[src/rtl/muldiv.sv]
// muldiv: iterative 32-bit multiply/divide unit with HI/LO result registers.
//
// state | meaning
// ------+-------------------------------------------------------------
// IDLE  | waiting for start; mthi/mtlo writes serviced here
// MUL   | 32 shift-add iterations on operand magnitudes
// DIV   | 32 restoring shift-subtract iterations on operand magnitudes
//
// Ports:
//   clk      system clock, rising edge
//   reset    synchronous active-high reset
//   start    begin an operation (accepted only when idle)
//   op       00 mult, 01 multu, 10 div, 11 divu
//   busa     operand A (multiplicand / dividend), also mthi/mtlo data
//   busb     operand B (multiplier / divisor)
//   hiwrite  mthi: HI <= busa when idle and not starting
//   lowrite  mtlo: LO <= busa when idle and not starting
//   busy     high while an operation is in progress
//   hi, lo   HI and LO result registers
module muldiv (
   input  logic        clk,
   input  logic        reset,
   input  logic        start,
   input  logic [1:0]  op,
   input  logic [31:0] busa,
   input  logic [31:0] busb,
   input  logic        hiwrite,
   input  logic        lowrite,
   output logic        busy,
   output logic [31:0] hi,
   output logic [31:0] lo
);

   typedef enum logic [1:0] {
      ST_IDLE = 2'd0,
      ST_MUL  = 2'd1,
      ST_DIV  = 2'd2
   } state_t;

   state_t      state_q, state_d;
   logic [4:0]  cnt_q, cnt_d;
   logic [31:0] hi_q, hi_d;
   logic [31:0] lo_q, lo_d;
   // acc: upper product half (MUL) or partial remainder (DIV)
   logic [31:0] acc_q, acc_d;
   // sh: multiplier being consumed (MUL) or dividend/quotient (DIV)
   logic [31:0] sh_q, sh_d;
   // opb: multiplicand (MUL) or divisor (DIV) magnitude
   logic [31:0] opb_q, opb_d;
   logic [31:0] orig_a_q, orig_a_d;
   logic        neg_res_q, neg_res_d;
   logic        neg_rem_q, neg_rem_d;
   logic        dz_q, dz_d;

   logic        sign_a, sign_b;
   logic [31:0] mag_a, mag_b;
   logic [32:0] mul_sum;
   logic [31:0] mul_acc_nxt, mul_sh_nxt;
   logic [63:0] prod, mul_res;
   logic [32:0] div_diff;
   logic        div_ge;
   logic [31:0] div_acc_nxt, div_sh_nxt;
   logic [31:0] quo_res, rem_res;
   logic        last_iter;

   // Signed ops work on magnitudes; |0x8000_0000| stays 0x8000_0000 unsigned.
   assign sign_a = ~op[0] & busa[31];
   assign sign_b = ~op[0] & busb[31];
   assign mag_a  = sign_a ? (~busa + 32'd1) : busa;
   assign mag_b  = sign_b ? (~busb + 32'd1) : busb;

   // One shift-add step: add multiplicand when the multiplier LSB is set,
   // then shift the 65-bit {carry, acc, sh} right by one.
   assign mul_sum     = {1'b0, acc_q} + (sh_q[0] ? {1'b0, opb_q} : 33'd0);
   assign mul_acc_nxt = mul_sum[32:1];
   assign mul_sh_nxt  = {mul_sum[0], sh_q[31:1]};
   assign prod        = {mul_acc_nxt, mul_sh_nxt};
   assign mul_res     = neg_res_q ? (~prod + 64'd1) : prod;

   // One restoring step: shift next dividend bit into the remainder and keep
   // the difference only if it did not borrow.
   assign div_diff    = {acc_q, sh_q[31]} - {1'b0, opb_q};
   assign div_ge      = ~div_diff[32];
   assign div_acc_nxt = div_ge ? div_diff[31:0] : {acc_q[30:0], sh_q[31]};
   assign div_sh_nxt  = {sh_q[30:0], div_ge};
   assign quo_res     = neg_res_q ? (~div_sh_nxt + 32'd1) : div_sh_nxt;
   assign rem_res     = neg_rem_q ? (~div_acc_nxt + 32'd1) : div_acc_nxt;

   assign last_iter   = (cnt_q == 5'd31);

   always_comb begin
      state_d   = state_q;
      cnt_d     = cnt_q;
      hi_d      = hi_q;
      lo_d      = lo_q;
      acc_d     = acc_q;
      sh_d      = sh_q;
      opb_d     = opb_q;
      orig_a_d  = orig_a_q;
      neg_res_d = neg_res_q;
      neg_rem_d = neg_rem_q;
      dz_d      = dz_q;

      case (state_q)
         ST_IDLE: begin
            if (start) begin
               state_d   = op[1] ? ST_DIV : ST_MUL;
               cnt_d     = 5'd0;
               acc_d     = 32'd0;
               sh_d      = op[1] ? mag_a : mag_b;
               opb_d     = op[1] ? mag_b : mag_a;
               orig_a_d  = busa;
               neg_res_d = sign_a ^ sign_b;
               neg_rem_d = sign_a;
               dz_d      = (busb == 32'd0);
            end else begin
               if (hiwrite) hi_d = busa;
               if (lowrite) lo_d = busa;
            end
         end

         ST_MUL: begin
            acc_d = mul_acc_nxt;
            sh_d  = mul_sh_nxt;
            cnt_d = cnt_q + 5'd1;
            if (last_iter) begin
               hi_d    = mul_res[63:32];
               lo_d    = mul_res[31:0];
               state_d = ST_IDLE;
            end
         end

         ST_DIV: begin
            acc_d = div_acc_nxt;
            sh_d  = div_sh_nxt;
            cnt_d = cnt_q + 5'd1;
            if (last_iter) begin
               // Divide by zero reports the raw dividend regardless of sign.
               hi_d    = dz_q ? orig_a_q : rem_res;
               lo_d    = dz_q ? 32'hFFFF_FFFF : quo_res;
               state_d = ST_IDLE;
            end
         end

         default: state_d = ST_IDLE;
      endcase
   end

   always_ff @(posedge clk) begin
      if (reset) begin
         state_q   <= ST_IDLE;
         cnt_q     <= 5'd0;
         hi_q      <= 32'd0;
         lo_q      <= 32'd0;
         acc_q     <= 32'd0;
         sh_q      <= 32'd0;
         opb_q     <= 32'd0;
         orig_a_q  <= 32'd0;
         neg_res_q <= 1'b0;
         neg_rem_q <= 1'b0;
         dz_q      <= 1'b0;
      end else begin
         state_q   <= state_d;
         cnt_q     <= cnt_d;
         hi_q      <= hi_d;
         lo_q      <= lo_d;
         acc_q     <= acc_d;
         sh_q      <= sh_d;
         opb_q     <= opb_d;
         orig_a_q  <= orig_a_d;
         neg_res_q <= neg_res_d;
         neg_rem_q <= neg_rem_d;
         dz_q      <= dz_d;
      end
   end

   assign busy = (state_q != ST_IDLE);
   assign hi   = hi_q;
   assign lo   = lo_q;

endmodule

[config.mk]
export PLATFORM = sky130hd
export DESIGN_NAME = muldiv
export DESIGN_NICKNAME = d
export VERILOG_FILES = /design/src/rtl/muldiv.sv
export SDC_FILE = /design/constraint.sdc
export NUM_CORES = 1
export LEC_CHECK = 0
export BUFFER_PORTS_ARGS = -buffer_cell sky130_fd_sc_hd__buf_2
export CORE_ASPECT_RATIO = 2
export CORE_MARGIN = 2
export CORE_UTILIZATION = 57
export DETAILED_ROUTE_END_ITERATION = 6
export HOLD_SLACK_MARGIN = 0.08
export PLACE_DENSITY = 0.77
export SYNTH_ARGS = -nofsm -noshare
export SYNTH_HDL_FRONTEND = slang
export SYNTH_SLANG_ARGS = --single-unit
[constraint.sdc]
create_clock -name clk -period 5.69 [get_ports clk]
set_clock_uncertainty 0.1 [all_clocks]
set_input_delay 0.569 -clock clk [delete_from_list [all_inputs] [get_ports clk]]
set_output_delay 0.569 -clock clk [all_outputs]
set_load 0.01 [all_outputs]
# --- Word level (Yosys, flattened, before mapping) ---
# Cells that the tools add are included.
word_totals:
  rom_bits: 0
  register_bits: 202
  ram_bits: 0
  latchBits: 0
  word_cells: 82
  mem_count: 0
classes:
  div: 0
  reduce_logical: 12
  multipliers: 0
  n_bitwise: 10
  add_sub_neg: 8
  eq_ne: 10
  shifts: 0
  n_mux: 31
  magnitude_cmp: 0
op_table:
  columns: ["operator", "n"]
  rows:
  - ["32-bit two-way mux", 20]
  - ["32-bit case mux with 3 select lines", 4]
  - ["32-bit by 1-bit adder with 32-bit output (second input constant)", 4]
  - ["32-bit NOT", 4]
  - ["64-bit by 1-bit adder with 64-bit output (second input constant)", 1]
  - ["64-bit two-way mux", 1]
  - ["64-bit NOT", 1]
  - ["32-bit by 32-bit adder with 33-bit output", 1]
  - ["33-bit by 32-bit subtractor with 33-bit output", 1]
  - ["32-bit zero test", 1]
  - ["2-bit inequality test (second input constant)", 6]
  - ["5-bit case mux with 2 select lines", 1]
  - ["5-bit AND reduction", 2]
  - ["2-bit AND reduction", 4]
  - ["2-bit two-way mux", 3]
  - ["5-bit by 1-bit adder with 5-bit output (second input constant)", 1]
  - ["5-bit == test (second input constant)", 1]
  - ["5-bit two-way mux", 1]
  - ["2-bit case mux with 2 select lines", 1]
  - ["2-bit nonzero test", 2]
  - ["3-bit nonzero test", 1]
  - ["1-bit bitwise AND", 2]
  - ["2-bit by 1-bit == test with 1-bit output (second input constant)", 1]
  - ["2-bit == test (second input constant)", 1]
  - ["5 further kinds", 6]

# --- Depth between registers and ports, before layout ---
depth:
  ltp_word: 8
  mapped_depth: 26

# --- Least setup slack after synthesis ---
# Ideal clock, no wire load.
synth_path:
  kind: "register to register"
  start: "register sh_q[31]"
  end: "register hi_q[14] (netlist: hi[14])"
  arrival_time_ns: 5.335
  setup_ns: 0.070
  slack_ns: 0.184
  path_stages_with_launch: 24
  t_required_ns: 5.520
  period_less_slack_ns: 5.506
  cell_sequence: "dfxtp_1 > clkbuf_1 > inv_1 > ha_1 > fa_1 > and2b_1 > o2111ai_1 > a31oi_1 > and4bb_2 > o21ai_2 > nand2_2 > buf_6 > buf_2 > clkbuf_1 > o21ai_0 > ha_1 > nand2_1 > or4_1 > o41ai_1 > a2bb2oi_1 > xor2_1 > a221oi_1 > or3_1 > a21oi_1"
synth_via:
  elab_chain_cells: 8
  word_cells_on_any_way: 12
  cone_classes: "add/sub: 3; mux: 7; bitwise: 2"
synth_lines:
  columns: ["element", "line", "source"]
  rows:
  - ["start: declaration", "47", "logic [31:0] sh_q, sh_d;"]
  - ["start signal: assignment", "156", "sh_q <= 32'd0;"]
  - ["start signal: assignment", "168", "sh_q <= sh_d;"]
  - ["33-bit by 32-bit subtractor with 33-bit output", "82", "assign div_diff = {acc_q, sh_q[31]} - {1'b0, opb_q};"]
  - ["32-bit two-way mux", "84", "assign div_acc_nxt = div_ge ? div_diff[31:0] : {acc_q[30:0], sh_q[31]};"]
  - ["32-bit NOT", "87", "assign rem_res = neg_rem_q ? (~div_acc_nxt + 32'd1) : div_acc_nxt;"]
  - ["32-bit by 1-bit adder with 32-bit output", "87", null]
  - ["32-bit two-way mux", "87", null]
  - ["32-bit two-way mux", "139", "hi_d = dz_q ? orig_a_q : rem_res;"]
  - ["32-bit two-way mux", "137", "if (last_iter) begin"]
  - ["32-bit case mux with 3 select lines *", "104", "case (state_q)"]
  - ["end signal: assignment", "165", "hi_q <= hi_d;"]
  - ["end: declaration", "42", "logic [31:0] hi_q, hi_d;"]
# Every way passes the cells marked *; elsewhere a longest branch is shown, timed or not. The select of a mux whose other input is x is not followed.
# A chain may end at the register's enable or synchronous reset.

# --- Worst setup path in the final report ---
layout_path:
  start: "register acc_q[22]"
  end: "register hi_q[28] (netlist: hi[28])"
layout_via:
  elab_chain_cells: 8
  word_cells_on_any_way: 13
  cone_classes: "add/sub: 4; mux: 7; bitwise: 2"
layout_lines:
  columns: ["element", "line", "source"]
  rows:
  - ["start: declaration", "45", "logic [31:0] acc_q, acc_d;"]
  - ["start signal: assignment", "155", "acc_q <= 32'd0;"]
  - ["start signal: assignment", "167", "acc_q <= acc_d;"]
  - ["33-bit by 32-bit subtractor with 33-bit output", "82", null]
  - ["32-bit two-way mux", "84", null]
  - ["32-bit NOT", "87", null]
  - ["32-bit by 1-bit adder with 32-bit output", "87", null]
  - ["32-bit two-way mux", "87", null]
  - ["32-bit two-way mux", "139", null]
  - ["32-bit two-way mux", "137", null]
  - ["32-bit case mux with 3 select lines *", "104", null]
# Marks and branches as above.

==> run_results.csv <==
group,metric,value,unit
layout,area_growth,9.82,%
yosys,ys_seq_elements,202,
timing,hold_viol_final,0,
grt,grt_max_degree,107,
min_path,hold_class,"primary input to register",
routing,wl_met1,27.1,mm
grt,grt_pass1_vias,22382,
setup_path,critPathMaxFanout,8,
routing,route.detailed.drc,4,
cts,htreeDepth,1,
yosys,ys_seq_area_share,21.2,%
yosys,synth_largest_area_cell,"dfxtp_1",
power,powerDensity,244,mW/mm2
yosys,synth_area_leaders,"dfxtp_1 (21%), nor2_1 (6.7%), xnor2_1 (6.7%), nand2_1 (6.5%), a21oi_1 (6.4%)",
grt,grt_antenna_before_repair,3,
timing,worst_slack,0.0214,ns
placed_design,port_buffers,135,
grt,grt_pass1_wl,134,mm
die,die_w,133,um
routing,wl_met2,40.8,mm
cts,hold_buffers,0,
routing,vias_per_cell,7.15,
cts,cts_max_path_buffers,3,
timing,finalCriticalPeriod,5.67,ns
setup_path,crit_required,6.01,ns
routing,firstDrtPassIters,7,
cts,post_cts_buffers,0,
cts,clk-insertion-delay-late,0.54,ns
power,p_leak,8.38,nW
placed_design,dp_hpwl,68.1,mm
yosys,synth_area,0.0191,mm2
timing,fmax,176,MHz
yosys,synth_top_flop_cell,"dfxtp_1",
die,coreArea,0.0329,mm2
outcome,status,"finished, violations left",
yosys,synth.top_cell.area_share,21.2,%
die,dieHeight,263,um
routing,wl,90.8,mm
timing,slew_headroom,18.0,%
yosys,synth_cells,2732,
cts,ctsRootBufferMaster,"clkbuf_16",
die,io_pins,136,
yosys,syn_nets,2880,
power,irDropWorstVdd,0.334,mV
yosys,async_reset_ff_share,0,%
placed_design,dp_slack,0.161,ns
routing,vias,22960,
die,design.die.area,0.0350,mm2
timing,slew_viol_final,0,
die,start_util,57.9,%
setup_path,cp-start-kind,"register",
routing,wl_per_cell,28.3,um
cts,clkSinkCount,202,
power,total_power,5.10,mW
layout,layout.nets,2910,
yosys,yosys_warnings,0,
setup_path,cp-end-kind,"register",
yosys,post_synth.cell_area_avg,6.98,um2
timing,worst_slew_pin_slew,1.23,ns
routing,topRoutingLayerUsed,"met5",
placed_design,placed_cell_area,0.0202,mm2
grt,grt_use_total,50.3,%
setup_path,crit_type,"register to register",
routing,drtAntennaViolNets,0,
grt,grt-ovfl-total,0,
timing,fin_crit_sh,99.6,%
layout,final_layout_size_suffix_gt1_share,11.9,%
timing,finalSetupViolCount,0,
cts,cts_tree,"yes",
routing,met3_length,9.15,mm
flow_run,cap_violations,0,
outcome,violations,"DRC",
cts,cts_made_buffers,20,
die,fp-row-count,94,
placed_design,gp_congestion,1.13,
cts,path_clk_slew,0.07,ns
layout,final_cell_area,0.0209,mm2
yosys,synthDistinctLibCells,96,
setup_path,cp.arrival,5.99,ns
yosys,synth_edf_count,0,
routing,drtIter0Drc,3080,
==> area by class of cell <==
type,count,area [um2]
antenna,2,5.00
clock buffer,26,553
clock inverter,9,120
fill,3152,12000
inverter,78,293
multi-input combinational,2231,14000
sequential,202,4050
tap,432,541
timing repair buffer,229,1420
==> cell usage after synthesis, drive strengths merged, types with 10 or more instances <==
master  count
a211oi     42
a21o       23
a21oi     246
a221o      10
a221oi     59
a22o       14
a22oi      52
a311oi     12
a31oi      23
and2       19
and3       18
buf        43
clkbuf    178
dfxtp     202
ha         75
inv        75
mux2i      33
nand2     333
nand2b     16
nand3      41
nand4      14
nor2      341
nor3      102
nor4       19
o211ai     31
o21a       13
o21ai     167
o22ai      11
o311ai     11
o31ai      39
o41ai      30
or2        17
or3        41
or4        16
xnor2     145
xor2       86
==> cell families (layout without fill, tap and decap cells) <==
group                    count (synthesis)  in the layout  synth area share, %
AO/OA/AOI/OAI                          872            872                 30.8
XOR/XNOR                               231            231                 10.6
adder cells (fa/ha/maj)                 77             77                 5.13
buffers and inverters                  299            342                 6.12
flip-flops                             202            202                 21.2
multiplexers                            34             34                 1.79
other                                    0              2                    0
AND/OR/NAND/NOR                       1017           1017                 24.3
==> routing by layer <==
layer,vias to the layer above,global-route usage (%)
met2,1726,81.5
met4,2,56.0
met1,10493,47.9
li1,9969,-
met5,-,0
met3,770,14.0
==> power by group <==
part	leakage, nW	switching, mW	internal, mW	total, mW
combinational	6.39	1.32	0.620	1.94
sequential	1.66	0.174	1.55	1.72
clock	0.328	0.656	0.788	1.44
==> cells in the final DEF, fill, tap and decap left out, types with 72 or more instances in the layout <==
master   netlist  routed
ha_1          75      72
buf_4          0      91
nor2_1       341     340
nand2_1      332     331
inv_1         75      74
a21oi_1      245     245
dfxtp_1      202     201
xnor2_1      145     145
xor2_1        86      86
buf_2         21     134
nor3_1       101     101
o21ai_0      160     160
==> registers in the layout, summed over array words and instances, names as in the netlist <==
signal / cells
acc_q: 32
hi: 32
lo: 32
opb_q: 32
orig_a_q: 32
sh_q: 32
cnt_q: 5
state_q: 2
dz_q: 1
neg_rem_q: 1
neg_res_q: 1
==> through the flow <==
step                      instances  TNS (ns)  hold slack, ns  utilization, %
after CTS                      3207         0           0.229            63.4
after floorplan                2732         0           0.331               -
final                          3209         0           0.230            63.6
after global placement         3172         0           0.338            61.4
after global routing           3208    -0.104           0.241            63.6
after detailed placement       3172         0           0.345            61.4
==> timing repair <==
item | in CTS | in global routing
endpoints found under the setup margin | 0 | 13
hold endpoints to repair | 0 | 0
resized for setup | 0 | 9
==> worst paths after layout <==
| check | start | end | slack [ns] | cells after the start |
|---|---|---|---|---|
| min | busa[26] | orig_a_q[26] | 0.23 | 3 |
| min reg2reg | opb_q[2] | opb_q[2] | 0.35 | 2 |
| max | acc_q[22] | hi[28] | 0.02 | 17 |
| max reg2reg | acc_q[22] | hi[28] | 0.02 | 17 |
==> worst max-delay path: stages (launching register included) <==
cell     delay [ns]
dfxtp_1        0.49
ha_1           0.39
a21oi_1        0.48
o21ai_0        0.19
a21oi_1        0.45
a31oi_1        0.22
nand3_1        0.19
nand2_2        0.14
o21ai_0        0.36
ha_1           0.27
nand2_1        0.10
or4_1          0.48
nor4_1         0.32
a31oi_1        0.24
o41ai_4        0.69
xor2_1         0.16
o21ai_0        0.19
o21ai_0        0.09
Power figures use the tool's default switching activity.
